## src/rtl/seven_segment_reader.sv

```systemverilog
// rtl/seven_segment_reader.sv - debounced seven-segment digit reader with sequence checking
// Samples an asynchronous segment bus, accepts stable patterns and tracks a 0..9 seconds sequence.
module seven_segment_reader #(
  parameter int STABLE_CYCLES = 16,
  parameter bit SEG_INVERT    = 1'b0
) (
  input  logic        clk,
  input  logic        reset,
  input  logic [6:0]  seg_in,
  input  logic        clr,
  output logic [3:0]  digit,
  output logic        digit_valid,
  output logic        new_digit,
  output logic        pattern_err,
  output logic        seq_err,
  output logic [15:0] seconds_count,
  output logic [7:0]  err_count
);

  localparam logic [6:0] INV_MASK = SEG_INVERT ? 7'h7F : 7'h00;
  localparam logic [7:0] STABLE   = 8'(STABLE_CYCLES);

  typedef enum logic {WAIT_FIRST, LOCKED} state_t;

  logic [6:0] s1, s2, cand, acc_pat;
  logic [7:0] stab_cnt;
  logic       acc_q;

  state_t      state, state_n;
  logic [3:0]  digit_n;
  logic        valid_n, new_digit_n, pattern_err_n, seq_err_n, err_inc;
  logic [15:0] seconds_n;
  logic [7:0]  err_n;
  logic        dec_ok;
  logic [3:0]  dec_d;
  logic [3:0]  digit_next;

  // Input synchronizer and stability tracker; acc_q marks the accept edge for the output stage.
  always_ff @(posedge clk) begin
    if (!reset) begin
      s1       <= 7'h00;
      s2       <= 7'h00;
      cand     <= 7'h00;
      acc_pat  <= 7'h00;
      stab_cnt <= 8'd0;
      acc_q    <= 1'b0;
    end else begin
      s1    <= seg_in ^ INV_MASK;
      s2    <= s1;
      acc_q <= 1'b0;
      if (s2 != cand) begin
        cand     <= s2;
        stab_cnt <= 8'd0;
      end else if (stab_cnt < STABLE) begin
        stab_cnt <= stab_cnt + 8'd1;
        if (stab_cnt == STABLE - 8'd1 && cand != acc_pat) begin
          acc_pat <= cand;
          acc_q   <= 1'b1;
        end
      end
    end
  end

  always_comb begin
    dec_ok = 1'b1;
    dec_d  = 4'd0;
    case (acc_pat)
      7'h3F: dec_d = 4'd0;
      7'h06: dec_d = 4'd1;
      7'h5B: dec_d = 4'd2;
      7'h4F: dec_d = 4'd3;
      7'h66: dec_d = 4'd4;
      7'h6D: dec_d = 4'd5;
      7'h7D: dec_d = 4'd6;
      7'h07: dec_d = 4'd7;
      7'h7F: dec_d = 4'd8;
      7'h6F: dec_d = 4'd9;
      default: dec_ok = 1'b0;
    endcase
  end

  assign digit_next = (digit == 4'd9) ? 4'd0 : digit + 4'd1;

  always_comb begin
    state_n       = state;
    digit_n       = digit;
    valid_n       = digit_valid;
    new_digit_n   = 1'b0;
    pattern_err_n = 1'b0;
    seq_err_n     = 1'b0;
    seconds_n     = seconds_count;
    err_n         = err_count;
    err_inc       = 1'b0;
    if (acc_q) begin
      if (!dec_ok) begin
        pattern_err_n = 1'b1;
        valid_n       = 1'b0;
        err_inc       = 1'b1;
        state_n       = WAIT_FIRST;
      end else begin
        digit_n     = dec_d;
        new_digit_n = 1'b1;
        case (state)
          WAIT_FIRST: begin
            valid_n = 1'b1;
            state_n = LOCKED;
          end
          LOCKED: begin
            if (dec_d == digit_next) begin
              seconds_n = seconds_count + 16'd1;
            end else begin
              seq_err_n = 1'b1;
              err_inc   = 1'b1;
            end
          end
          default: state_n = WAIT_FIRST;
        endcase
      end
    end
    if (err_inc && err_count != 8'hFF) begin
      err_n = err_count + 8'd1;
    end
    // Clear wins over any increment on the same edge.
    if (clr) begin
      seconds_n = 16'd0;
      err_n     = 8'd0;
    end
  end

  always_ff @(posedge clk) begin
    if (!reset) begin
      state         <= WAIT_FIRST;
      digit         <= 4'd0;
      digit_valid   <= 1'b0;
      new_digit     <= 1'b0;
      pattern_err   <= 1'b0;
      seq_err       <= 1'b0;
      seconds_count <= 16'd0;
      err_count     <= 8'd0;
    end else begin
      state         <= state_n;
      digit         <= digit_n;
      digit_valid   <= valid_n;
      new_digit     <= new_digit_n;
      pattern_err   <= pattern_err_n;
      seq_err       <= seq_err_n;
      seconds_count <= seconds_n;
      err_count     <= err_n;
    end
  end

endmodule

```

## config.mk

```make
export PLATFORM = sky130hd
export DESIGN_NAME = seven_segment_reader
export DESIGN_NICKNAME = d
export VERILOG_FILES = /design/src/rtl/seven_segment_reader.sv
export SDC_FILE = /design/constraint.sdc
export NUM_CORES = 1
export LEC_CHECK = 0
export BUFFER_PORTS_ARGS = -buffer_cell sky130_fd_sc_hd__buf_4
export CAP_MARGIN = 20
export CORE_MARGIN = 10
export CORE_UTILIZATION = 45
export CTS_BUF_LIST = sky130_fd_sc_hd__clkbuf_8 sky130_fd_sc_hd__clkbuf_16
export CTS_CLUSTER_DIAMETER = 200
export DETAILED_ROUTE_END_ITERATION = 8
export PLACE_DENSITY = 0.65
export SETUP_SLACK_MARGIN = 0.05
export SYNTH_ARGS = -nofsm -noshare
export SYNTH_HDL_FRONTEND = slang
export SYNTH_SLANG_ARGS = --single-unit
```

## constraint.sdc

```tcl
create_clock -name clk -period 6.5 [get_ports clk]
set_input_delay 0.975 -clock clk [delete_from_list [all_inputs] [get_ports clk]]
set_output_delay 0.975 -clock clk [all_outputs]
set_load 0.05 [all_outputs]
```

==> impl_metrics.sql, run 1 <==
INSERT INTO impl_metrics (metric_group, metric, value, unit) VALUES
('yosys', 'synth_fa_ha_area_frac', '0.01181', ''),
('cells_and_area', 'final_area', '0.003737', 'sq mm'),
('sta', 'tightestPinTransition', '0.9443', 'ns'),
('place', 'gp_congestion', '0.7893', ''),
('pwr', 'vdd_drop_max', '0.1418', 'mV'),
('global_route', 'gr-usage-met2', '0.1991', ''),
('sta', 'slew-limit-headroom', '0.3705', ''),
('routing', 'via_count', '2437', ''),
('floorplan', 'floorplan.initialDensity', '0.4654', ''),
('yosys', 'synth_largest_type_area_fraction', '0.4408', ''),
('setup_path', 'cp-end-kind', 'flip-flop', ''),
('sta', 'finalHoldViolations', '0', ''),
('sta', 'final_min_period_over_clock_period', '0.4185', ''),
('floorplan', 'core', '0.006832', 'sq mm'),
('sta', 'hold-worst-slack', '0.4333', 'ns'),
('setup_path', 'regToRegSetupSlack', '3.78', 'ns'),
('global_route', 'groute.usage.overall', '0.1204', ''),
('worst_hold_path', 'timing.hold.worst.class', 'reg2reg', ''),
('cts', 'post_cts_buffers', '0', ''),
('sta', 'finalSetupTns', '0', 'ns'),
('yosys', 'yosysTopAreaCell', 'sky130_fd_sc_hd__dfxtp_1', ''),
('setup_path', 'critical_path.reg2reg.startpoint', 'acc_pat[3]', ''),
('cells_and_area', 'total_area_of_multi_input_combinational_cells', '0.001652', 'sq mm'),
('cells_and_area', 'syn2layout_area_growth', '17.55', '%'),
('setup_path', 'length_in_cells_of_the_worst_reg_to_reg_path', '8', ''),
('global_route', 'overflow_left_after_global_routing', '0', ''),
('yosys', 'netlist_instances', '336', ''),
('cts', 'cts-resized-gates', '0', ''),
('setup_path', 'critical_path.cell_chain', 'and3_1 > nand4bb_2 > o311ai_1 > o2111ai_2 > a2111oi_4 > nand4_1 > xor2_1 > nor2_1', ''),
('yosys', 'yosysWarningCount', '0', ''),
('global_route', 'gr-usage-met3', '0.03036', ''),
('sta', 'post-route-min-period', '2.720', 'ns'),
('cts', 'ctsHtreeMaxLevel', '3', ''),
('global_route', 'antenna_violations_before_repair', '0', ''),
('setup_path', 'crit_path_start_kind', 'flip-flop', ''),
('sta', 'rsz0062_at_grt', 'false', ''),
('sta', 'finalMaxSlewViolations', '0', ''),
('cts', 'holdBufCountCts', '0', ''),
('setup_path', 'crit-reg2reg-capture', 'seconds_count[10]', ''),
('setup_path', 'critical-path-slowest-cell', 'sky130_fd_sc_hd__a2111oi_4', ''),
('yosys', 'yosys.cell_types.count', '59', ''),
('place', 'hpwlAfterDp', '4.513', 'mm'),
('status', 'run_status', 'finished clean', ''),
('cells_and_area', 'layout.cells.most_common_list', 'sky130_fd_sc_hd__dfxtp_1 (70), sky130_fd_sc_hd__buf_4 (41), sky130_fd_sc_hd__nor2_1 (35)', ''),
('yosys', 'synth_edf_count', '0', ''),
('yosys', 'synth-simple-area-share', '0.2708', ''),
('global_route', 'global_route_wire_length_before_repair', '11.05', 'mm'),
('setup_path', 'worst-setup-path-type', 'reg2reg', ''),
('routing', 'drc', '0', ''),
('cts', 'cts_tree', 'built', ''),
('yosys', 'syn-num-nets', '349', ''),
('pwr', 'internal-power', '678.7', 'uW'),
('place', 'port_buffers', '41', ''),
('sta', 'achievable-frequency', '367.6', 'MHz'),
('place', 'dpl-instance-area', '0.003515', 'sq mm'),
('setup_path', 'cp.arrival', '2.92', 'ns'),
('cells_and_area', 'antenna-diode-count', '0', ''),
('run', 'maxCapViolCount', '0', ''),
('global_route', 'gr-usage-met1', '0.1398', ''),
('yosys', 'synth_top_family_by_area', 'simple AND/OR/NAND/NOR gates', ''),
('routing', 'detailedRoute.firstPassIterationCount', '4', ''),
('setup_path', 'critical_path.startpoint', 'acc_pat[3]', ''),
('pwr', 'static_leakage', '1.443', 'nW'),
('cells_and_area', 'final_net_count', '385', ''),
('yosys', 'async_reset_ff_frac', '0', ''),
('floorplan', 'die_width', '104.1', 'um'),
('routing', 'drt-vias-per-instance', '5.163', ''),
('routing', 'detail_route.iter0.violations', '71', ''),
('yosys', 'syn-cell-area', '0.003179', 'sq mm'),
('sta', 'timing.clock.skew', '0.009602', 'ns'),
('setup_path', 'slowest_delay', '0.65', 'ns');
metrics by stage:
stage          setup WS, ns  total power, mW    util  std cells
2_1_floorplan         3.886           0.4632       -        336
3_3_place_gp          3.864           0.4705  0.5145        457
3_5_place_dp          3.809           0.4711  0.5145        457
4_1_cts               3.783           0.8660  0.5471        472
5_1_grt               3.507           0.8862  0.5471        472
6_report              3.780           0.8546  0.5471        472
cell families after synthesis:
logic type | count (synthesis)
and+or+nand+nor | 146
DFF | 70
AOI/OAI and AO/OA | 49
xor gates and xnor gates | 33
buffers and inverters | 25
muxes | 10
adders and majority gates | 3
how the worst min path moves through the flow:
stage	to	startpoint	depth (start not counted)	slack, ns
2_1_floorplan	s2[0]	s1[0]	1	0.41
3_3_place_gp	s2[1]	s1[1]	1	0.41
3_5_place_dp	s2[2]	s1[2]	1	0.42
4_1_cts	s2[2]	s1[2]	1	0.44
5_1_grt	s2[3]	s1[3]	1	0.46
6_report	s2[0]	s1[0]	1	0.43
metal layers:
metal	up-vias	part of all wire
li1	1245	-
met1	1150	0.47
met2	31	0.47
met3	11	0.035
met4	0	0.019
met5	-	0
worst max-delay path, delay by kind of cell, from the launching register on:
family           cells  cell delay, ns
AND/OR/NAND/NOR      4            0.74
AO/OA/AOI/OAI        3            1.13
XOR/XNOR             1            0.16
flip-flops           1            0.54
flip-flops by register name (all words and copies together) (netlist names):
| signal | flops |
|---|---|
| seconds_count | 16 |
| err_count | 8 |
| stab_cnt | 8 |
| acc_pat | 7 |
| cand | 7 |
| s1 | 7 |
| s2 | 7 |
| digit | 4 |
| acc_q | 1 |
| digit_valid | 1 |
| new_digit | 1 |
| pattern_err | 1 |
| seq_err | 1 |
| state | 1 |
cell type report:
type | instances | area share
Clock buffer | 11 | 0.04051
Clock inverter | 4 | 0.01908
Inverter | 9 | 0.009039
Multi-Input combinational cell | 241 | 0.4419
Sequential cell | 70 | 0.3750
Tap cell | 96 | 0.03214
Timing Repair Buffer | 41 | 0.08236
Yosys cell counts (all sizes together) (3+ instances only):
cell / n
and2: 23
buf: 8
o21ai: 12
nor4: 4
nand2b: 4
mux2i: 10
nor3: 5
ha: 3
and3: 11
clkbuf: 8
nand3: 14
dfxtp: 70
nand4: 14
or3: 6
xor2: 20
xnor2: 13
nor2: 35
nand2: 14
a21oi: 17
inv: 9
power by group through the flow:
stage	logic (mW)	registers, mW	clock network, mW
2_1_floorplan	0.0161	0.447	0
3_3_place_gp	0.0229	0.448	0
4_1_cts	0.0232	0.438	0.405
6_report	0.0227	0.438	0.394
5_1_grt	0.0266	0.439	0.421
3_5_place_dp	0.0231	0.448	0
No activity file was read; power rests on OpenSTA's default activity.
==> run 2, diff against run 1 <==
- clock period: 6.5 -> 2.8 ns (I/O delays scaled with it)
==> run 2 against run 1 <==
Effect of this change: clock skew is 0.0024 ns lower; final area increased by 1.9%; via count is 1.4% higher; critical endpoint is now seconds_count[15]; first-iteration DRC count up 58%; highest routed layer unchanged; die area unchanged; non-clock buffer count grew 7.
==> impl_metrics.sql, run 2 (synthesized netlist as in run 1, its figures left out) <==
INSERT INTO impl_metrics (metric_group, metric, value, unit) VALUES
('status', 'run_status', 'finished clean', ''),
('cells_and_area', 'antenna-diode-count', '0', ''),
('setup_path', 'critical_path.cell_chain', 'and4b_1 > a21oi_1 > o311ai_1 > o2111ai_2 > a211oi_4 > nand4_4 > or3_1 > a21oi_1', ''),
('routing', 'drc', '0', ''),
('floorplan', 'floorplan.io_pins', '42', ''),
('setup_path', 'path_max_fanout', '9', ''),
('cts', 'cts.sink_count', '70', ''),
('cells_and_area', 'mostFrequentLayoutCell', 'sky130_fd_sc_hd__dfxtp_1', ''),
('sta', 'rsz0062_at_grt', 'false', ''),
('place', 'gp_congestion', '0.8011', ''),
('pwr', 'p_clk_frac', '0.469', ''),
('cts', 'cts-resized-gates', '0', ''),
('routing', 'detailedRoute.firstPassIterationCount', '4', ''),
('pwr', 'internal-power', '1.547', 'mW'),
('worst_hold_path', 'min_to', 's1[5]', ''),
('setup_path', 'length_in_cells_of_the_worst_reg_to_reg_path', '8', ''),
('sta', 'finalSetupTns', '0', 'ns'),
('pwr', 'netSwitchingPower', '464.8', 'uW'),
('global_route', 'antenna_violations_before_repair', '0', ''),
('pwr', 'sw_frac_of_total', '0.2310', ''),
('sta', 'achievable-frequency', '388.9', 'MHz'),
('cts', 'ctsHtreeMaxLevel', '3', ''),
('cells_and_area', 'largest_reg_flops', '16', ''),
('pwr', 'static_leakage', '1.480', 'nW'),
('place', 'hpwlAfterDp', '4.577', 'mm'),
('routing', 'route.detailed.wl_per_inst', '13.52', 'um'),
('floorplan', 'die_width', '104.1', 'um'),
('routing', 'dr_top_layer', 'met4', ''),
('routing', 'via_count', '2470', ''),
('cells_and_area', 'reg.largest.list', 'seconds_count x16, err_count x8, stab_cnt x8', ''),
('cts', 'post_cts_buffers', '0', ''),
('setup_path', 'critical_path.reg2reg.startpoint', 'acc_pat[4]', ''),
('sta', 'timing.clock.skew', '0.007178', 'ns'),
('cts', 'cts_tree', 'built', ''),
('sta', 'tightestPinTransition', '0.9557', 'ns'),
('sta', 'post-route-min-period', '2.571', 'ns'),
('setup_path', 'critical-path-slowest-cell', 'sky130_fd_sc_hd__dfxtp_1', ''),
('global_route', 'number_of_global_route_vias_before_repair', '2302', ''),
('cells_and_area', 'final_net_count', '392', ''),
('cts', 'holdBufCountCts', '0', ''),
('global_route', 'groute.usage.overall', '0.1202', ''),
('floorplan', 'core.rowCount', '30', ''),
('worst_hold_path', 'timing.hold.worst.class', 'in2reg', ''),
('sta', 'slew-limit-headroom', '0.3628', ''),
('run', 'maxCapViolCount', '0', ''),
('pwr', 'p_comb_frac', '0.026', ''),
('pwr', 'vdd_drop_max', '0.4014', 'mV'),
('setup_path', 'crit_top_cell', 'sky130_fd_sc_hd__a21oi_1', ''),
('floorplan', 'die_height', '104.1', 'um'),
('setup_path', 'regToRegSetupSlack', '0.23', 'ns'),
('routing', 'antenna_violating_nets_post_route', '0', ''),
('routing', 'routedLengthMet1', '3.041', 'mm'),
('floorplan', 'floorplan.initialDensity', '0.4654', ''),
('cells_and_area', 'final_area', '0.003809', 'sq mm'),
('routing', 'routed_wire_length_on_met2', '2.999', 'mm'),
('cells_and_area', 'syn2layout_area_growth', '19.80', '%'),
('worst_hold_path', 'whs_path_depth', '2', ''),
('cts', 'worstSkewPairLatency', '0.36', 'ns'),
('setup_path', 'slowest_delay', '0.49', 'ns'),
('global_route', 'overflow_left_after_global_routing', '0', ''),
('global_route', 'grt_max_degree', '30', ''),
('cells_and_area', 'drive_above_1_share', '0.2292', ''),
('setup_path', 'worst-setup-path-type', 'reg2reg', ''),
('setup_path', 'cp.arrival', '2.85', 'ns'),
('routing', 'met3_wirelength', '301', 'um'),
('cts', 'clock_path_buffers', '2', ''),
('pwr', 'powerDensity', '528.3', 'mW/mm^2'),
('setup_path', 'cp-end-kind', 'flip-flop', ''),
('place', 'port_buffers', '41', ''),
('setup_path', 'crit-reg2reg-capture', 'seconds_count[15]', ''),
('routing', 'detail_route.iter0.violations', '112', ''),
('routing', 'route.final.wire_length', '6.491', 'mm'),
('sta', 'setup_viol_count_final', '0', ''),
('setup_path', 'crit_path_start_kind', 'flip-flop', ''),
('cts', 'root_buffer', 'sky130_fd_sc_hd__clkbuf_8', ''),
('routing', 'drt-vias-per-instance', '5.146', ''),
('cells_and_area', 'layout.cells.most_common_list', 'sky130_fd_sc_hd__dfxtp_1 (65), sky130_fd_sc_hd__buf_4 (48), sky130_fd_sc_hd__nor2_1 (35)', ''),
('setup_path', 'cp.required', '3.07', 'ns'),
('cts', 'cts.reportedPaths.clkPinSlew', '0.08', 'ns'),
('floorplan', 'core', '0.006832', 'sq mm'),
('worst_hold_path', 'hold_path_startpoint', 'seg_in[5]', ''),
('sta', 'final_min_period_over_clock_period', '0.9183', ''),
('floorplan', 'floorplan.die_area', '0.01083', 'sq mm'),
('place', 'dpl-instance-area', '0.003567', 'sq mm'),
('cells_and_area', 'regMostFlops', 'seconds_count', ''),
('sta', 'finalMaxSlewViolations', '0', ''),
('global_route', 'global_route_wire_length_before_repair', '10.83', 'mm'),
('pwr', 'share_of_power_burned_in_registers', '0.505', ''),
('sta', 'finalHoldViolations', '0', ''),
('cts', 'total_cts_buffers', '9', '');
## run 2: cell types whose count changed in the layout (fill, tap and decap cells not counted), sizes merged
cell    before  now
clkbuf      11    9
inv         10   12
buf         41   48
clkinv       0    1
## run 2: worst max-delay path: cells and delay by family (launching register included)
family	cells	cell delay, ns
and+or+nand+nor	3	0.77
AOI/OAI and AO/OA	5	1.21
DFF	1	0.49
## run 2: through the flow
| step | hold slack [ns] | cells | utilization | power [mW] | worst slack, ns |
|---|---|---|---|---|---|
| finish | 0.2588 | 480 | 0.5575 | 2.012 | 0.2288 |
| global route | 0.2442 | 480 | 0.5575 | 2.093 | 0.05822 |
| CTS | 0.2447 | 480 | 0.5557 | 2.046 | 0.1295 |
| detailed placement | 0.4185 | 464 | 0.5222 | 1.094 | 0.1580 |
| global placement | 0.4138 | 464 | 0.5222 | 1.093 | 0.2259 |
| floorplan | 0.4119 | 336 | - | 1.075 | 0.1864 |
## run 2: area by class of cell
cell class / instances / area, sq um
Fill cell: 644 / 3023
Timing Repair Buffer: 48 / 360.3
Sequential cell: 70 / 1408
Clock inverter: 7 / 105.1
Multi-Input combinational cell: 241 / 1658
Inverter: 9 / 33.78
Tap cell: 96 / 120.1
Clock buffer: 9 / 123.9
## run 2: how the worst max path moves through the flow
| stage | start | cells past startpoint | slack (ns) | end |
|---|---|---|---|---|
| after global routing | acc_pat[4] | 8 | 0.06 | seconds_count[15] |
| after detailed placement | acc_pat[1] | 8 | 0.16 | err_count[7] |
| after CTS | acc_pat[1] | 8 | 0.13 | err_count[7] |
| final | acc_pat[4] | 8 | 0.23 | seconds_count[15] |
| after global placement | acc_pat[3] | 8 | 0.23 | seconds_count[15] |
| after floorplan | digit[0] | 8 | 0.19 | seconds_count[15] |
## run 2: power by group through the flow
| stage | registers, mW | clock network [mW] | logic (mW) |
|---|---|---|---|
| after floorplan | 1.04 | 0 | 0.0374 |
| after global routing | 1.02 | 1.01 | 0.0612 |
| after global placement | 1.04 | 0 | 0.0533 |
| after detailed placement | 1.04 | 0 | 0.0542 |
| final | 1.02 | 0.944 | 0.0529 |
| after CTS | 1.02 | 0.976 | 0.0545 |
## run 2: per-layer routing
layer / track usage / vias to the layer above
met3: 0.04399 / 15
met2: 0.1838 / 55
met4: 0.06362 / 0
met1: 0.1436 / 1136
li1: - / 1264
met5: 0 / -
==> run 3, diff against run 2 <==
--- a/config.mk
+++ b/config.mk
@@ -6,5 +6,4 @@
 export NUM_CORES = 1
 export LEC_CHECK = 0
-export BUFFER_PORTS_ARGS = -buffer_cell sky130_fd_sc_hd__buf_4
 export CAP_MARGIN = 20
 export CORE_MARGIN = 10
@@ -13,5 +12,6 @@
 export CTS_CLUSTER_DIAMETER = 200
 export DETAILED_ROUTE_END_ITERATION = 8
-export PLACE_DENSITY = 0.65
+export DONT_BUFFER_PORTS = 1
+export PLACE_DENSITY = 0.6
 export SETUP_SLACK_MARGIN = 0.05
 export SYNTH_ARGS = -nofsm -noshare
==> constraint.sdc (replaced) <==
create_clock -name clk -period 2.8 [get_ports clk]
set_input_delay 0.42 -clock clk [delete_from_list [all_inputs] [get_ports clk]]
set_output_delay 0.42 -clock clk [all_outputs]
set_load 0.01 [all_outputs]
==> run 3 against run 2 <==
Effect of this change: sequential power hardly changed; final area fell by 8.8%; maximum frequency grew 1.1%; critical path type unchanged; highest routed layer unchanged.
==> impl_metrics.sql, run 3 (synthesized netlist as in run 1, its figures left out) <==
INSERT INTO impl_metrics (metric_group, metric, value, unit) VALUES
('pwr', 'vdd_drop_max', '0.3705', 'mV'),
('global_route', 'grt_max_degree', '30', ''),
('floorplan', 'die_height', '104.1', 'um'),
('routing', 'drt-vias-per-instance', '5.175', ''),
('pwr', 'powerDensity', '541.8', 'mW/mm^2'),
('worst_hold_path', 'min_to', 's1[1]', ''),
('floorplan', 'die_width', '104.1', 'um'),
('cts', 'clock_path_buffers', '2', ''),
('cells_and_area', 'drive_above_1_share', '0.1366', ''),
('worst_hold_path', 'timing.hold.worst.class', 'in2reg', ''),
('cts', 'worstSkewPairLatency', '0.35', 'ns'),
('setup_path', 'crit_path_start_kind', 'flip-flop', ''),
('sta', 'achievable-frequency', '393.2', 'MHz'),
('routing', 'antenna_violating_nets_post_route', '0', ''),
('routing', 'route.detailed.wl_per_inst', '14.21', 'um'),
('global_route', 'number_of_global_route_vias_before_repair', '2202', ''),
('cts', 'post_cts_buffers', '0', ''),
('cells_and_area', 'syn2layout_area_growth', '9.288', '%'),
('floorplan', 'core', '0.006832', 'sq mm'),
('sta', 'rsz0062_at_grt', 'false', ''),
('global_route', 'overflow_left_after_global_routing', '0', ''),
('sta', 'slew-limit-headroom', '0.4849', ''),
('cells_and_area', 'layout.cells.most_common_list', 'sky130_fd_sc_hd__dfxtp_1 (64), sky130_fd_sc_hd__nor2_1 (35), sky130_fd_sc_hd__and2_1 (23)', ''),
('sta', 'finalMaxSlewViolations', '0', ''),
('cells_and_area', 'antenna-diode-count', '0', ''),
('setup_path', 'cp-end-kind', 'flip-flop', ''),
('cts', 'holdBufCountCts', '0', ''),
('sta', 'finalHoldViolations', '0', ''),
('setup_path', 'worst-setup-path-type', 'reg2reg', ''),
('cts', 'cts_tree', 'built', ''),
('global_route', 'global_route_wire_length_before_repair', '10.75', 'mm'),
('floorplan', 'floorplan.die_area', '0.01083', 'sq mm'),
('cells_and_area', 'regMostFlops', 'seconds_count', ''),
('routing', 'via_count', '2277', ''),
('run', 'maxCapViolCount', '0', ''),
('cts', 'ctsHtreeMaxLevel', '3', ''),
('setup_path', 'critical_path.reg2reg.startpoint', 'acc_pat[1]', ''),
('worst_hold_path', 'whs_path_depth', '1', ''),
('place', 'hpwlAfterDp', '4.426', 'mm'),
('global_route', 'groute.usage.overall', '0.1189', ''),
('setup_path', 'crit-reg2reg-capture', 'err_count[7]', ''),
('sta', 'timing.clock.skew', '0.008288', 'ns'),
('status', 'run_status', 'finished clean', ''),
('place', 'gp_congestion', '0.7858', ''),
('cells_and_area', 'reg.largest.list', 'seconds_count x16, err_count x8, stab_cnt x8', ''),
('pwr', 'power', '1.882', 'mW'),
('floorplan', 'floorplan.initialDensity', '0.4654', ''),
('sta', 'setup_viol_count_final', '0', ''),
('cts', 'cts.reportedPaths.clkPinSlew', '0.08', 'ns'),
('setup_path', 'regToRegSetupSlack', '0.26', 'ns'),
('cells_and_area', 'largest_reg_flops', '16', ''),
('sta', 'tightestPinTransition', '0.7671', 'ns'),
('pwr', 'static_leakage', '1.254', 'nW'),
('cells_and_area', 'final_net_count', '352', ''),
('setup_path', 'length_in_cells_of_the_worst_reg_to_reg_path', '8', ''),
('routing', 'detailedRoute.firstPassIterationCount', '4', ''),
('global_route', 'antenna_violations_before_repair', '0', ''),
('setup_path', 'path_max_fanout', '11', ''),
('setup_path', 'cp.required', '3.03', 'ns'),
('cells_and_area', 'nFillCells', '660', ''),
('setup_path', 'cp.arrival', '2.78', 'ns'),
('place', 'port_buffers', '0', ''),
('cells_and_area', 'mostFrequentLayoutCell', 'sky130_fd_sc_hd__dfxtp_1', ''),
('routing', 'route.final.wire_length', '6.252', 'mm'),
('cts', 'total_cts_buffers', '9', ''),
('routing', 'drc', '0', ''),
('cts', 'cts-resized-gates', '0', ''),
('sta', 'post-route-min-period', '2.543', 'ns'),
('sta', 'final_min_period_over_clock_period', '0.9083', ''),
('floorplan', 'floorplan.io_pins', '42', ''),
('cts', 'root_buffer', 'sky130_fd_sc_hd__clkbuf_8', ''),
('floorplan', 'core.rowCount', '30', ''),
('routing', 'detail_route.iter0.violations', '89', ''),
('sta', 'finalSetupTns', '0', 'ns'),
('cts', 'cts.sink_count', '70', ''),
('worst_hold_path', 'hold_path_startpoint', 'seg_in[1]', '');
run 3: cell count changes in the layout (fill, tap and decap cells not counted):
cell                         previous run  this run
sky130_fd_sc_hd__clkbuf_8               9        10
sky130_fd_sc_hd__clkinvlp_4             1         2
sky130_fd_sc_hd__bufinv_16              2         1
sky130_fd_sc_hd__inv_1                  9        10
sky130_fd_sc_hd__dfxtp_1               65        64
sky130_fd_sc_hd__inv_8                  1         0
sky130_fd_sc_hd__buf_4                 48         8
sky130_fd_sc_hd__clkinv_2               0         1
sky130_fd_sc_hd__nor4bb_2               1         0
sky130_fd_sc_hd__dfxtp_2                5         6
sky130_fd_sc_hd__nor4bb_1               0         1
sky130_fd_sc_hd__inv_6                  2         0
run 3: worst max path at each step:
stage | startpoint | to | slack (ns) | cells past startpoint
after detailed placement | acc_pat[1] | err_count[7] | 0.17 | 8
after global routing | acc_pat[1] | seconds_count[15] | 0.07 | 8
after CTS | acc_pat[1] | err_count[7] | 0.15 | 8
final | acc_pat[1] | err_count[7] | 0.26 | 8
after floorplan | acc_pat[0] | err_count[7] | 0.38 | 10
after global placement | acc_pat[3] | seconds_count[15] | 0.25 | 8
run 3: critical path: stages, from the launching register on:
cell and delay, ns:
sky130_fd_sc_hd__dfxtp_2 0.43, sky130_fd_sc_hd__or3b_1 0.38, sky130_fd_sc_hd__a21o_1 0.24, sky130_fd_sc_hd__and4_1 0.23, sky130_fd_sc_hd__o21ai_4 0.25, sky130_fd_sc_hd__a2111o_1 0.21, sky130_fd_sc_hd__and2_1 0.25, sky130_fd_sc_hd__nor4bb_1 0.37
sky130_fd_sc_hd__nor3_2 0.05
run 3: metrics by stage:
| stage | setup slack, ns | hold slack [ns] | util | area (sq um) | std cells |
|---|---|---|---|---|---|
| 2_1_floorplan | 0.3784 | 0.4119 | - | 3179 | 336 |
| 3_3_place_gp | 0.2522 | 0.4136 | 0.4782 | 3267 | 424 |
| 3_5_place_dp | 0.1732 | 0.4194 | 0.4782 | 3267 | 424 |
| 4_1_cts | 0.1548 | 0.1770 | 0.5075 | 3467 | 440 |
| 5_1_grt | 0.06818 | 0.1770 | 0.5086 | 3475 | 440 |
| 6_report | 0.2567 | 0.1955 | 0.5086 | 3475 | 440 |
run 3: layout make-up:
type	count	area (sq um)	area share
inverters	9	33.78	0.009723
multi-input cells	241	1652	0.4753
clock inverters	6	62.56	0.01801
repair buffers	8	60.06	0.01728
flip-flops and latches	70	1409	0.4055
clock buffers	10	137.6	0.03961
well taps	96	120.1	0.03457
run 3: metal layers:
metal	track usage	up-vias	part of all wire
met3	0.03717	13	0.060
met4	0.06660	0	0.022
met1	0.1470	1036	0.46
met5	0	-	0
li1	-	1184	-
met2	0.1788	44	0.45
run 3: where the power goes:
| group | switching [mW] | internal, mW |
|---|---|---|
| clock | 0.391 | 0.432 |
| sequential | 0.00758 | 1.01 |
| combinational | 0.0234 | 0.0202 |
| total | 0.421 | 1.46 |
